===== src/rtl/pad_draw_fsm_if.sv =====
// Draw-request / pixel-stream bundle between the game controller (master) and the pad sequencer (slave).
// PAD_DRAW_CLEAR_EN adds the full-screen clear request.
interface pad_draw_fsm_if;
    logic       start;
    logic [1:0] pad_sel;
    logic       lit;
`ifdef PAD_DRAW_CLEAR_EN
    logic       clear;
`endif
    logic       busy;
    logic       done;
    logic       plot;
    logic [7:0] x_out;
    logic [6:0] y_out;
    logic [2:0] colour_out;

`ifdef PAD_DRAW_CLEAR_EN
    modport master (
        output start, pad_sel, lit, clear,
        input  busy, done, plot, x_out, y_out, colour_out
    );
    modport slave (
        input  start, pad_sel, lit, clear,
        output busy, done, plot, x_out, y_out, colour_out
    );
`else
    modport master (
        output start, pad_sel, lit,
        input  busy, done, plot, x_out, y_out, colour_out
    );
    modport slave (
        input  start, pad_sel, lit,
        output busy, done, plot, x_out, y_out, colour_out
    );
`endif
endinterface


===== src/rtl/pad_draw_fsm.sv =====
// Pad draw sequencer: one registered pixel per cycle, first plot one edge after start is accepted; start ignored while busy.
// PAD_DRAW_CLEAR_EN adds a CLEAR state that blanks the whole 160x120 screen.
module pad_draw_fsm #(
    parameter int unsigned PAD_SIZE = 32,
    parameter int unsigned GRID_X   = 40,
    parameter int unsigned GRID_Y   = 20,
    parameter int unsigned GAP      = 8
) (
    input  logic          clk,
    input  logic          reset,
    pad_draw_fsm_if.slave bus
);

    localparam logic [7:0] PAD0_X  = 8'(GRID_X);
    localparam logic [7:0] PAD1_X  = 8'(GRID_X + PAD_SIZE + GAP);
    localparam logic [6:0] PAD0_Y  = 7'(GRID_Y);
    localparam logic [6:0] PAD2_Y  = 7'(GRID_Y + PAD_SIZE + GAP);
    localparam logic [7:0] LAST_CX = 8'(PAD_SIZE - 1);
    localparam logic [6:0] LAST_CY = 7'(PAD_SIZE - 1);

`ifdef PAD_DRAW_CLEAR_EN
    localparam logic [7:0] SCR_LAST_X = 8'd159;
    localparam logic [6:0] SCR_LAST_Y = 7'd119;

    typedef enum logic [1:0] {
        IDLE  = 2'd0,
        DRAW  = 2'd1,
        DONE  = 2'd2,
        CLEAR = 2'd3
    } state_t;
`else
    typedef enum logic [1:0] {
        IDLE = 2'd0,
        DRAW = 2'd1,
        DONE = 2'd2
    } state_t;
`endif

    state_t     state_q, state_d;
    logic [1:0] pad_q,   pad_d;
    logic       lit_q,   lit_d;
    logic [7:0] cx_q,    cx_d;
    logic [6:0] cy_q,    cy_d;
    logic       busy_q,  busy_d;
    logic       done_q,  done_d;
    logic       plot_q,  plot_d;
    logic [7:0] x_q,     x_d;
    logic [6:0] y_q,     y_d;
    logic [2:0] col_q,   col_d;

    logic [7:0] base_x;
    logic [6:0] base_y;
    logic [2:0] base_col;
    logic       on_border;

    // Bit 0 of the pad index selects the right column, bit 1 the bottom row.
    assign base_x = pad_q[0] ? PAD1_X : PAD0_X;
    assign base_y = pad_q[1] ? PAD2_Y : PAD0_Y;

    always_comb begin
        base_col = 3'b010;
        unique case (pad_q)
            2'd0: base_col = 3'b010;
            2'd1: base_col = 3'b100;
            2'd2: base_col = 3'b110;
            2'd3: base_col = 3'b001;
            default: base_col = 3'b010;
        endcase
    end

    assign on_border = (cx_q == 8'd0) || (cx_q == LAST_CX) ||
                       (cy_q == 7'd0) || (cy_q == LAST_CY);

    always_ff @(posedge clk) begin
        if (reset) begin
            state_q <= IDLE;
            pad_q   <= 2'd0;
            lit_q   <= 1'b0;
            cx_q    <= 8'd0;
            cy_q    <= 7'd0;
            busy_q  <= 1'b0;
            done_q  <= 1'b0;
            plot_q  <= 1'b0;
            x_q     <= 8'd0;
            y_q     <= 7'd0;
            col_q   <= 3'b000;
        end else begin
            state_q <= state_d;
            pad_q   <= pad_d;
            lit_q   <= lit_d;
            cx_q    <= cx_d;
            cy_q    <= cy_d;
            busy_q  <= busy_d;
            done_q  <= done_d;
            plot_q  <= plot_d;
            x_q     <= x_d;
            y_q     <= y_d;
            col_q   <= col_d;
        end
    end

    always_comb begin
        state_d = state_q;
        pad_d   = pad_q;
        lit_d   = lit_q;
        cx_d    = cx_q;
        cy_d    = cy_q;
        busy_d  = busy_q;
        done_d  = 1'b0;
        plot_d  = 1'b0;
        x_d     = x_q;
        y_d     = y_q;
        col_d   = col_q;

        unique case (state_q)
            IDLE: begin
                busy_d = 1'b0;
`ifdef PAD_DRAW_CLEAR_EN
                if (bus.clear) begin
                    state_d = CLEAR;
                    cx_d    = 8'd0;
                    cy_d    = 7'd0;
                    busy_d  = 1'b1;
                end else
`endif
                if (bus.start) begin
                    state_d = DRAW;
                    pad_d   = bus.pad_sel;
                    lit_d   = bus.lit;
                    cx_d    = 8'd0;
                    cy_d    = 7'd0;
                    busy_d  = 1'b1;
                end
            end

            DRAW: begin
                busy_d = 1'b1;
                plot_d = 1'b1;
                x_d    = base_x + cx_q;
                y_d    = base_y + cy_q;
                col_d  = (lit_q || on_border) ? base_col : 3'b000;
                if (cx_q == LAST_CX) begin
                    cx_d = 8'd0;
                    if (cy_q == LAST_CY) begin
                        cy_d    = 7'd0;
                        state_d = DONE;
                    end else begin
                        cy_d = cy_q + 7'd1;
                    end
                end else begin
                    cx_d = cx_q + 8'd1;
                end
            end

            DONE: begin
                busy_d  = 1'b1;
                done_d  = 1'b1;
                state_d = IDLE;
            end

`ifdef PAD_DRAW_CLEAR_EN
            CLEAR: begin
                busy_d = 1'b1;
                plot_d = 1'b1;
                x_d    = cx_q;
                y_d    = cy_q;
                col_d  = 3'b000;
                if (cx_q == SCR_LAST_X) begin
                    cx_d = 8'd0;
                    if (cy_q == SCR_LAST_Y) begin
                        cy_d    = 7'd0;
                        state_d = DONE;
                    end else begin
                        cy_d = cy_q + 7'd1;
                    end
                end else begin
                    cx_d = cx_q + 8'd1;
                end
            end
`endif

            default: state_d = IDLE;
        endcase
    end

    assign bus.busy       = busy_q;
    assign bus.done       = done_q;
    assign bus.plot       = plot_q;
    assign bus.x_out      = x_q;
    assign bus.y_out      = y_q;
    assign bus.colour_out = col_q;

endmodule


===== src/flat_wrapper.sv =====
// flat-port wrapper written by rule: the top's interface ports become plain ports
module pad_draw_fsm_flat 
#(
    parameter int unsigned PAD_SIZE = 32,
    parameter int unsigned GRID_X   = 40,
    parameter int unsigned GRID_Y   = 20,
    parameter int unsigned GAP      = 8
)
  (clk, reset, bus_start, bus_pad_sel, bus_lit, bus_busy, bus_done, bus_plot, bus_x_out, bus_y_out, bus_colour_out);
  pad_draw_fsm_if bus_i ();
  input  logic clk;
  input  logic reset;
  input wire logic [$bits(bus_i.start)-1:0] bus_start;
  input wire logic [$bits(bus_i.pad_sel)-1:0] bus_pad_sel;
  input wire logic [$bits(bus_i.lit)-1:0] bus_lit;
  output wire logic [$bits(bus_i.busy)-1:0] bus_busy;
  output wire logic [$bits(bus_i.done)-1:0] bus_done;
  output wire logic [$bits(bus_i.plot)-1:0] bus_plot;
  output wire logic [$bits(bus_i.x_out)-1:0] bus_x_out;
  output wire logic [$bits(bus_i.y_out)-1:0] bus_y_out;
  output wire logic [$bits(bus_i.colour_out)-1:0] bus_colour_out;
  assign bus_i.start = bus_start;
  assign bus_i.pad_sel = bus_pad_sel;
  assign bus_i.lit = bus_lit;
  assign bus_busy = bus_i.busy;
  assign bus_done = bus_i.done;
  assign bus_plot = bus_i.plot;
  assign bus_x_out = bus_i.x_out;
  assign bus_y_out = bus_i.y_out;
  assign bus_colour_out = bus_i.colour_out;
  pad_draw_fsm #(.PAD_SIZE(PAD_SIZE), .GRID_X(GRID_X), .GRID_Y(GRID_Y), .GAP(GAP)) u_core (.clk(clk), .reset(reset), .bus(bus_i));
endmodule

===== config.mk =====
export PLATFORM = sky130hd
export DESIGN_NAME = pad_draw_fsm_flat
export DESIGN_NICKNAME = d
export VERILOG_FILES = /design/src/rtl/pad_draw_fsm_if.sv /design/src/rtl/pad_draw_fsm.sv /design/src/flat_wrapper.sv
export SDC_FILE = /design/constraint.sdc
export NUM_CORES = 1
export LEC_CHECK = 0
export ABC_AREA = 1
export CORE_MARGIN = 5
export CORE_UTILIZATION = 60
export DETAILED_ROUTE_END_ITERATION = 7
export DONT_BUFFER_PORTS = 1
export GPL_TIMING_DRIVEN = 0
export PLACE_DENSITY = 0.79
export SETUP_SLACK_MARGIN = 0.4
export SLEW_MARGIN = 20
export SYNTH_ARGS = -nofsm -noshare
export SYNTH_HDL_FRONTEND = slang
export SYNTH_SLANG_ARGS = --single-unit

===== constraint.sdc =====
create_clock -name clk -period 3.1 [get_ports clk]
set_clock_uncertainty 0.15 [all_clocks]
set_input_delay 0.93 -clock clk [delete_from_list [all_inputs] [get_ports clk]]
set_output_delay 0.93 -clock clk [all_outputs]
set_load 0.02 [all_outputs]

; ---- After elaboration in Yosys (flattened, before gate mapping)
; Cells that the tools add are included.
; W data, S select, Z words.
[word_totals]
reg_bits = 41
wordCells = 59
output_inout_bits = 21
input_bits = 6
[op_classes]
eq_ne = 10
addsub = 4
reduce_logical = 15
n_mux = 19
[op_table]
columns = cell, n
row1 = $mux W7, 4
row2 = $mux W8, 2
row3 = $pmux W8 S2, 1
row4 = $pmux W7 S2, 1
row5 = $pmux W3 S4, 1
row6 = $add A8 B1 Y8 const B, 1
row7 = $add A8 B8 Y8, 1
row8 = $eq A8 B5 Y1 const B, 1
row9 = $logic_not A8 Y1, 1
row10 = $add A7 B1 Y7 const B, 1
row11 = $add A7 B7 Y7, 1
row12 = $eq A7 B5 Y1 const B, 1
row13 = $logic_not A7 Y1, 1
row14 = $eq A2 B2 Y1 const B, 3
row15 = $mux W2, 3
row16 = $mux W6, 1
row17 = $reduce_and A3 Y1, 2
row18 = $eq A2 B1 Y1 const B, 2
row19 = $logic_not A2 Y1, 2
row20 = $logic_or A1 B1 Y1, 4
row21 = $ne A2 B1 Y1 const B, 2
row22 = $pmux W2 S2, 1
row23 = $reduce_and A2 Y1, 2
row24 = $reduce_bool A2 Y1, 2
row25 = other kinds (5), 7

; ---- Logic depth before layout (Yosys ltp)
; Gate-level depths: netlist of run 1.
[depth]
depth_word = 6
ltp_mapped = 11
depth_no_buf = 10

; ---- Worst setup path before layout of run 1
; No wires, ideal clock.
[synth_timing]
path_type = input port to flip-flop
startpoint = in reset
endpoint = reg u_core.y_q[1], in the netlist u_core.bus.y_out[1]
setup_time_ns = 0.070
t_required_ns = 2.880
slack_ns = 1.220
path_stages = 5
arrival_ns = 1.660
path_buffers = 2
path_cell_list = buf_2 inv_1 clkbuf_1 o21ai_0 a21oi_1
[synth_lines]
columns = element, line_no
row1 = "start, declared", flat_wrapper.sv:12  ; input logic reset;
row2 = "end signal, assigned", pad_draw_fsm.sv:97  ; y_q <= y_d;
row3 = "end, declared", pad_draw_fsm.sv:48  ; logic [6:0] y_q, y_d;

; ---- Worst setup path in the final report of run 1
[layout_timing]
startpoint = reg u_core.state_q[1]
endpoint = reg u_core.cy_q[1]
[layout_between]
elab_chain_len = 3
elab_cells_between_ends = 7
classes_between = eq/ne: 3 / mux: 1 / reduce/logical: 3
[layout_rtl]
columns = element, line_no
row1 = "start, declared", pad_draw_fsm.sv:39  ; state_t state_q, state_d;
row2 = "start signal, assigned", pad_draw_fsm.sv:88  ; state_q <= state_d;
row3 = $eq A2 B1 Y1 or $logic_not A2 Y1 (tied branches), pad_draw_fsm.sv:115  ; unique case (state_q)
row4 = $ne A2 B1 Y1 (no line) (tied with other cells), --
row5 = $reduce_and A3 Y1 (no line), --
row6 = "end signal, assigned", pad_draw_fsm.sv:92  ; cy_q <= cy_d;
row7 = "end, declared", pad_draw_fsm.sv:43  ; logic [6:0] cy_q, cy_d;
; Several ways; a longest one is shown, not always the timed one.
; A chain may end at the register's enable or synchronous reset.

==> results of run 1 <==
[worst max-delay path by stage]
stage | to | depth (start not counted) | startpoint
floorplan | u_core.bus.y_out[1] | 5 | reset
global placement | u_core.bus.y_out[1] | 5 | reset
detailed placement | u_core.bus.y_out[2] | 5 | reset
CTS | u_core.cy_q[1] | 10 | u_core.state_q[1]
global route | u_core.cy_q[1] | 10 | u_core.state_q[1]
finish | u_core.cy_q[1] | 10 | u_core.state_q[1]
[power by group]
group          internal, uW  leakage [uW]  switching (uW)
Combinational           172      0.000654             356
Sequential              656      0.000335             211
Clock                   132     0.0000413             177
[cell usage after synthesis]
cell type	count
nor2_1	44
dfxtp_1	41
inv_1	36
nand2_1	33
o21ai_0	29
a21oi_1	20
ha_1	17
nand3_1	14
xor2_1	8
clkbuf_1	5
nand2_2	5
nor2_2	3
nor3_1	3
fa_1	2
nand3b_1	2
nand4_1	2
a211oi_1	1
a31oi_1	1
buf_2	1
buf_4	1
clkbuf_2	1
inv_2	1
inv_4	1
nand2_4	1
nor3b_2	1
o2111ai_1	1
o211ai_1	1
o21ai_2	1
o21ai_4	1
or2_2	1
xnor2_1	1
[flip-flops by register name (all words and copies together) (netlist names)]
| register | count |
|---|---|
| u_core.bus.plot | 1 |
| u_core.cy_q | 7 |
| u_core.bus.x_out | 8 |
| u_core.lit_q | 1 |
| u_core.bus.colour_out | 3 |
| u_core.bus.done | 1 |
| u_core.state_q | 2 |
| u_core.bus.busy | 1 |
| u_core.pad_q | 2 |
| u_core.bus.y_out | 7 |
| u_core.cx_q | 8 |
[per-stage QoR]
| stage | utilization [%] | setup slack, ns | std cells |
|---|---|---|---|
| floorplan | - | 1.220 | 279 |
| CTS | 66.70 | 1.101 | 333 |
| finish | 66.70 | 1.085 | 333 |
| global placement | 64.62 | 0.8688 | 325 |
| global route | 66.70 | 0.9665 | 333 |
| detailed placement | 64.62 | 0.8939 | 325 |
[critical path: cells and delay by family (launching register included)]
kind	cells	cell delay (ns)
AO/OA/AOI/OAI	1	0.29
adder cells (fa/ha/maj)	1	0.15
buffers and inverters	4	0.50
flip-flops	1	0.35
AND/OR/NAND/NOR	4	0.47
[kinds of logic after synthesis]
kind of cell | after synthesis | synth area share (%)
AOI/OAI and AO/OA | 55 | 14.19
DFF | 41 | 38.79
xor gates and xnor gates | 9 | 3.726
and+or+nand+nor | 109 | 22.77
adders and majority gates | 19 | 11.95
buffers and inverters | 46 | 8.575
[per-layer routing]
| metal | up-vias | wire [um] | global-route usage (%) |
|---|---|---|---|
| met4 | 0 | 43 | 8.026 |
| met1 | 815 | 2094 | 26.27 |
| met5 | - | 0 | 0 |
| met3 | 4 | 290 | 4.348 |
| li1 | 908 | - | - |
| met2 | 48 | 2095 | 32.94 |
[final cells by class]
type,count,area (um2),share of cell area [%]
inverters,38,145.1,6.470
clock inverters,1,5.005,0.2231
flip-flops and latches,41,820.8,36.59
multi-input cells,192,1114,49.64
clock buffers,7,65.06,2.900
well taps,46,57.56,2.566
plain buffers,8,36.28,1.617
==> results.tsv, run 1 <==
metric	value	unit
status	completed	
insertedDiodeCount	0	
rows	21	
max-slew-margin-rel	65.70	%
p_leak	0.001030	uW
r2r_setup_slack	1.08	ns
firstDrtPassIters	4	
crit_path_start_kind	register	
worstHoldStart	u_core.lit_q	
r2r-end	u_core.cy_q[1]	
vdd_drop_max	0.4315	mV
slew_violations	0	
synth_seq_area_share	38.79	%
grt_pass1_wl	7886	um
post_synth.cell_area_avg	7.583	um2
r2r.worst_path.cells	10	
postCtsSetupRepairBufs	0	
syn_area	2116	um2
area_growth_syn_to_layout	6.032	%
hp-class	register to register	
worstReg2RegStart	u_core.state_q[1]	
synth-seq-cells	41	
critPathMaxStageDelay	0.35	ns
ant_nets	0	
port_buffers	0	
wl_per_cell	13.58	um
cts_sinks	41	
start_util	62.91	%
die_area	4814	um2
max_freq	0.4962	GHz
setup_viol	0	
maxCapViolations	0	
fin_hold_ws	0.3606	ns
min_path_cells	2	
synth_top_area_share	38.79	%
yosys.area.top_type	dfxtp_1	
clock-root-buffer	clkbuf_4	
final_cell_mix	nor2_1, dfxtp_1, inv_1, nand2_1, o21ai_0	
hold_end	u_core.lit_q	
final_area	2243	um2
vias_per_cell	5.330	
total_power	1704	uW
vias	1775	
period_share	65.01	%
critPathMaxFanout	10	
cts_buffers	5	
gp_congestion	0.8510	
hold_viol_final	0	
cts_tree	yes	
powerDensity	759.8	nW/um2
io_pins	27	
first_iter_violations	88	
cts_max_level	2	
yosysWarnings	0	
post_cts_resized	0	
antenna_found_initial	0	
tightest_slew	0.5146	ns
postCtsHoldBufs	0	
worstPathRequired	3.21	ns
path_cells	inv_1 -> ha_1 -> buf_4 -> inv_4 -> o21ai_4 -> nand2_2 -> nand2_2 -> inv_1 -> nand2_1 -> nand2_1	
worst-setup-path-type	register to register	
core_area	3363	um2
fin_crit	2.015	ns
critical_path_arrival	2.12	ns
clk_latency	0.36	ns
synth_area_leaders	dfxtp_1, ha_1, nor2_1	
grt_pass1_vias	1672	
fin_setup_tns	0	ns
drc_errors	0	
grt_start_max_net_pins	13	
dpl-instance-area	2173	um2
slowest_stage	dfxtp_1	
ys_types	31	
dp.final_hpwl	3322	um
grt_setup_unrepaired	false	
nFillCells	322	
dieWidth	69.38	um
die_h	69.38	um
wl	4523	um
clk_pin_slew	0.12	ns
layout_commonest_cell	nor2_1	
endpoint_kind	register	
drive_gt1_share	9.059	%
syn_nets	304	
final_nets	311	
synthCells	279	
clk_path_buf_depth	2	
grt_overflow	0	
grt.total_usage	20.34	%
No activity file was read; power rests on OpenSTA's default activity.
==> run 2, diff against run 1 <==
==> constraint.sdc (replaced) <==
create_clock -name clk -period 1.95 [get_ports clk]
set_clock_uncertainty 0.15 [all_clocks]
set_input_delay 0.585 -clock clk [delete_from_list [all_inputs] [get_ports clk]]
set_output_delay 0.585 -clock clk [all_outputs]
set_load 0.02 [all_outputs]
==> run 2 against run 1 <==
Compared with the run above:
- power increased by 110%
- routed wire length increased by 38%
- via count increased by 17%
- register-to-register slack got worse by 0.92 ns
- count of clock-buffer cells in the layout decreased by 1
- die area unchanged
- final area increased by 24%
- non-clock buffer count increased by 22
- clock power increased by 96%
- hold slack got worse by 0.10 ns
- utilization increased by 16 points
- largest cell class unchanged
- highest routed layer unchanged
==> results.tsv, run 2 (synthesis gave the netlist of run 1 again) <==
metric	value	unit	change
cts_tree	yes		unchanged
max-slew-margin-rel	81.32	%	was 65.70%
io_pins	27		unchanged
powerDensity	1307	nW/um2	was 759.8 nW/um2
clk_pin_slew	0.13	ns	was 0.12 ns
cp_top_family	adder cells		was buffers and inverters
hp-class	primary input to register		was register to register
startpoint	u_core.pad_q[0]		was u_core.state_q[1]
layout_setup_ws	0.1673	ns	was 1.085 ns
core_area	3363	um2	unchanged
wl_per_cell	17.53	um	was 13.58 um
dp.final_hpwl	3420	um	was 3322 um
grt_setup_unrepaired	true		was false
layout_commonest_cell	nor2_1		unchanged
drive_gt1_share	39.48	%	was 9.059%
cts_buffers	5		unchanged
r2r_setup_slack	0.17	ns	was 1.08 ns
p_leak	0.001212	uW	was 0.001030 uW
period_share	91.42	%	was 65.01%
worst-setup-path-type	register to register		unchanged
crit_buf_inv	2		was 4
nFillCells	190		was 322
vias_per_cell	5.865		was 5.330
tightest_slew	0.2801	ns	was 0.5146 ns
vdd_drop_max	0.8207	mV	was 0.4315 mV
critical_path_arrival	1.92	ns	was 2.12 ns
final_nets	333		was 311
fin_crit	1.783	ns	was 2.015 ns
critPathMaxFanout	4		was 10
final_cell_mix	nor2_1, inv_1, nand2_1, dfxtp_2, a21oi_1		was nor2_1, dfxtp_1, inv_1, nand2_1, o21ai_0
grt.total_usage	22.53	%	was 20.34%
crit_path_start_kind	register		unchanged
maxCapViolations	0		unchanged
worstReg2RegStart	u_core.pad_q[0]		was u_core.state_q[1]
ant_nets	0		unchanged
path_cells	inv_6 -> ha_4 -> inv_1 -> fa_2 -> nand3b_1 -> o211ai_1 -> nand2_1 -> a31oi_1		was inv_1 -> ha_1 -> buf_4 -> inv_4 -> o21ai_4 -> nand2_2 -> nand2_2 -> inv_1 -> nand2_1 -> nand2_1
r2r.worst_path.cells	8		was 10
rows	21		unchanged
max_freq	0.5609	GHz	was 0.4962 GHz
slowest_stage	dfxtp_4		was dfxtp_1
dieWidth	69.38	um	unchanged
cts_max_level	2		unchanged
status	completed		unchanged
cts_sinks	41		unchanged
postCtsHoldBufs	0		unchanged
path_depth	8		was 10
slew_violations	0		unchanged
firstDrtPassIters	5		was 4
setup_viol	0		unchanged
endpoint_kind	register		unchanged
pre_cts_slack	0.07192	ns	was 0.8939 ns
grt_start_max_net_pins	14		was 13
grt_pass1_wl	8666	um	was 7886 um
drc_errors	0		unchanged
insertedDiodeCount	0		unchanged
critPathMaxStageDelay	0.39	ns	was 0.35 ns
fin_setup_tns	0	ns	unchanged
clock-root-buffer	clkbuf_4		unchanged
die_h	69.38	um	unchanged
area_growth_syn_to_layout	31.05	%	was 6.032%
cp-endpoint	u_core.bus.x_out[7]		was u_core.cy_q[1]
first_iter_violations	214		was 88
clk_latency	0.37	ns	was 0.36 ns
vias	2082		was 1775
port_buffers	0		unchanged
antenna_found_initial	0		unchanged
hold_viol_final	0		unchanged
worstPathRequired	2.09	ns	was 3.21 ns
clk_path_buf_depth	2		unchanged
worstHoldStart	bus_start		was u_core.lit_q
gp_congestion	0.8953		was 0.8510
grt_pass1_vias	1865		was 1672
total_power	3624	uW	was 1704 uW
wl	6222	um	was 4523 um
grt_overflow	0		unchanged
die_area	4814	um2	unchanged
start_util	62.91	%	unchanged
r2r-end	u_core.bus.x_out[7]		was u_core.cy_q[1]
run 2: cell types whose count changed in the layout (fill, tap and decap cells not counted), sizes merged:
cell      delta
clkinvlp     +1
clkinv       -1
bufinv       +1
buf         +22
clkbuf       -1
run 2: worst min path at each step:
stage | slack [ns] | cells after the start | end
6_report | 0.26 | 2 | u_core.lit_q
5_1_grt | 0.26 | 2 | u_core.lit_q
4_1_cts | 0.23 | 2 | u_core.lit_q
3_5_place_dp | 0.33 | 2 | u_core.cy_q[1]
3_3_place_gp | 0.32 | 2 | u_core.lit_q
2_1_floorplan | 0.30 | 2 | u_core.lit_q
run 2: area by class of cell:
type | instances | area [um2] | share of cell area [%]
buffer | 8 | 65.06 | 2.347
sequential | 41 | 882.1 | 31.81
inverter | 38 | 160.2 | 5.776
clock inverter | 2 | 37.54 | 1.354
tap | 46 | 57.56 | 2.076
clock buffer | 6 | 51.30 | 1.850
multi-input combinational | 192 | 1313 | 47.34
timing repair buffer | 22 | 206.4 | 7.446
run 2: layer usage:
metal  global-route usage [%]  vias up  wire length [um]
met1                    27.12      981              2457
met3                    5.652       19               581
met5                        0        -                 0
met4                    9.978        0               189
met2                    37.71      120              2994
li1                         -      962                 -
run 2: power breakdown:
part	internal, uW	switching, uW
clock network	305	302
logic	688	843
registers	1110	380
total	2100	1530
run 2: repair_timing:
item                                    in CTS  in global routing
endpoints found under the hold margin        0                  0
buffers inserted                            13                  8
endpoints found under the setup margin      54                 40
gates cloned                                 0                  1
pin swaps                                   11                  9
resized for setup                           50                 69
run 2: stage by stage:
stage          area [um2]  instances  hold WS, ns  utilization (%)
6_report             2773        355       0.2588            82.44
2_1_floorplan        2168        279       0.3023                -
3_3_place_gp         2226        325       0.3212            66.18
5_1_grt              2773        355       0.2609            82.44
3_5_place_dp         2226        325       0.3293            66.18
4_1_cts              2509        346       0.2277            74.59
==> run 3, diff against run 2 <==
--- a/config.mk
+++ b/config.mk
@@ -10,6 +10,7 @@
 export CORE_UTILIZATION = 60
 export DETAILED_ROUTE_END_ITERATION = 7
 export DONT_BUFFER_PORTS = 1
+export GPL_ROUTABILITY_DRIVEN = 1
 export GPL_TIMING_DRIVEN = 0
 export PLACE_DENSITY = 0.79
 export SETUP_SLACK_MARGIN = 0.4
==> results of run 3 <==
Final layout, timing and power as in run 2 (identical DEF).
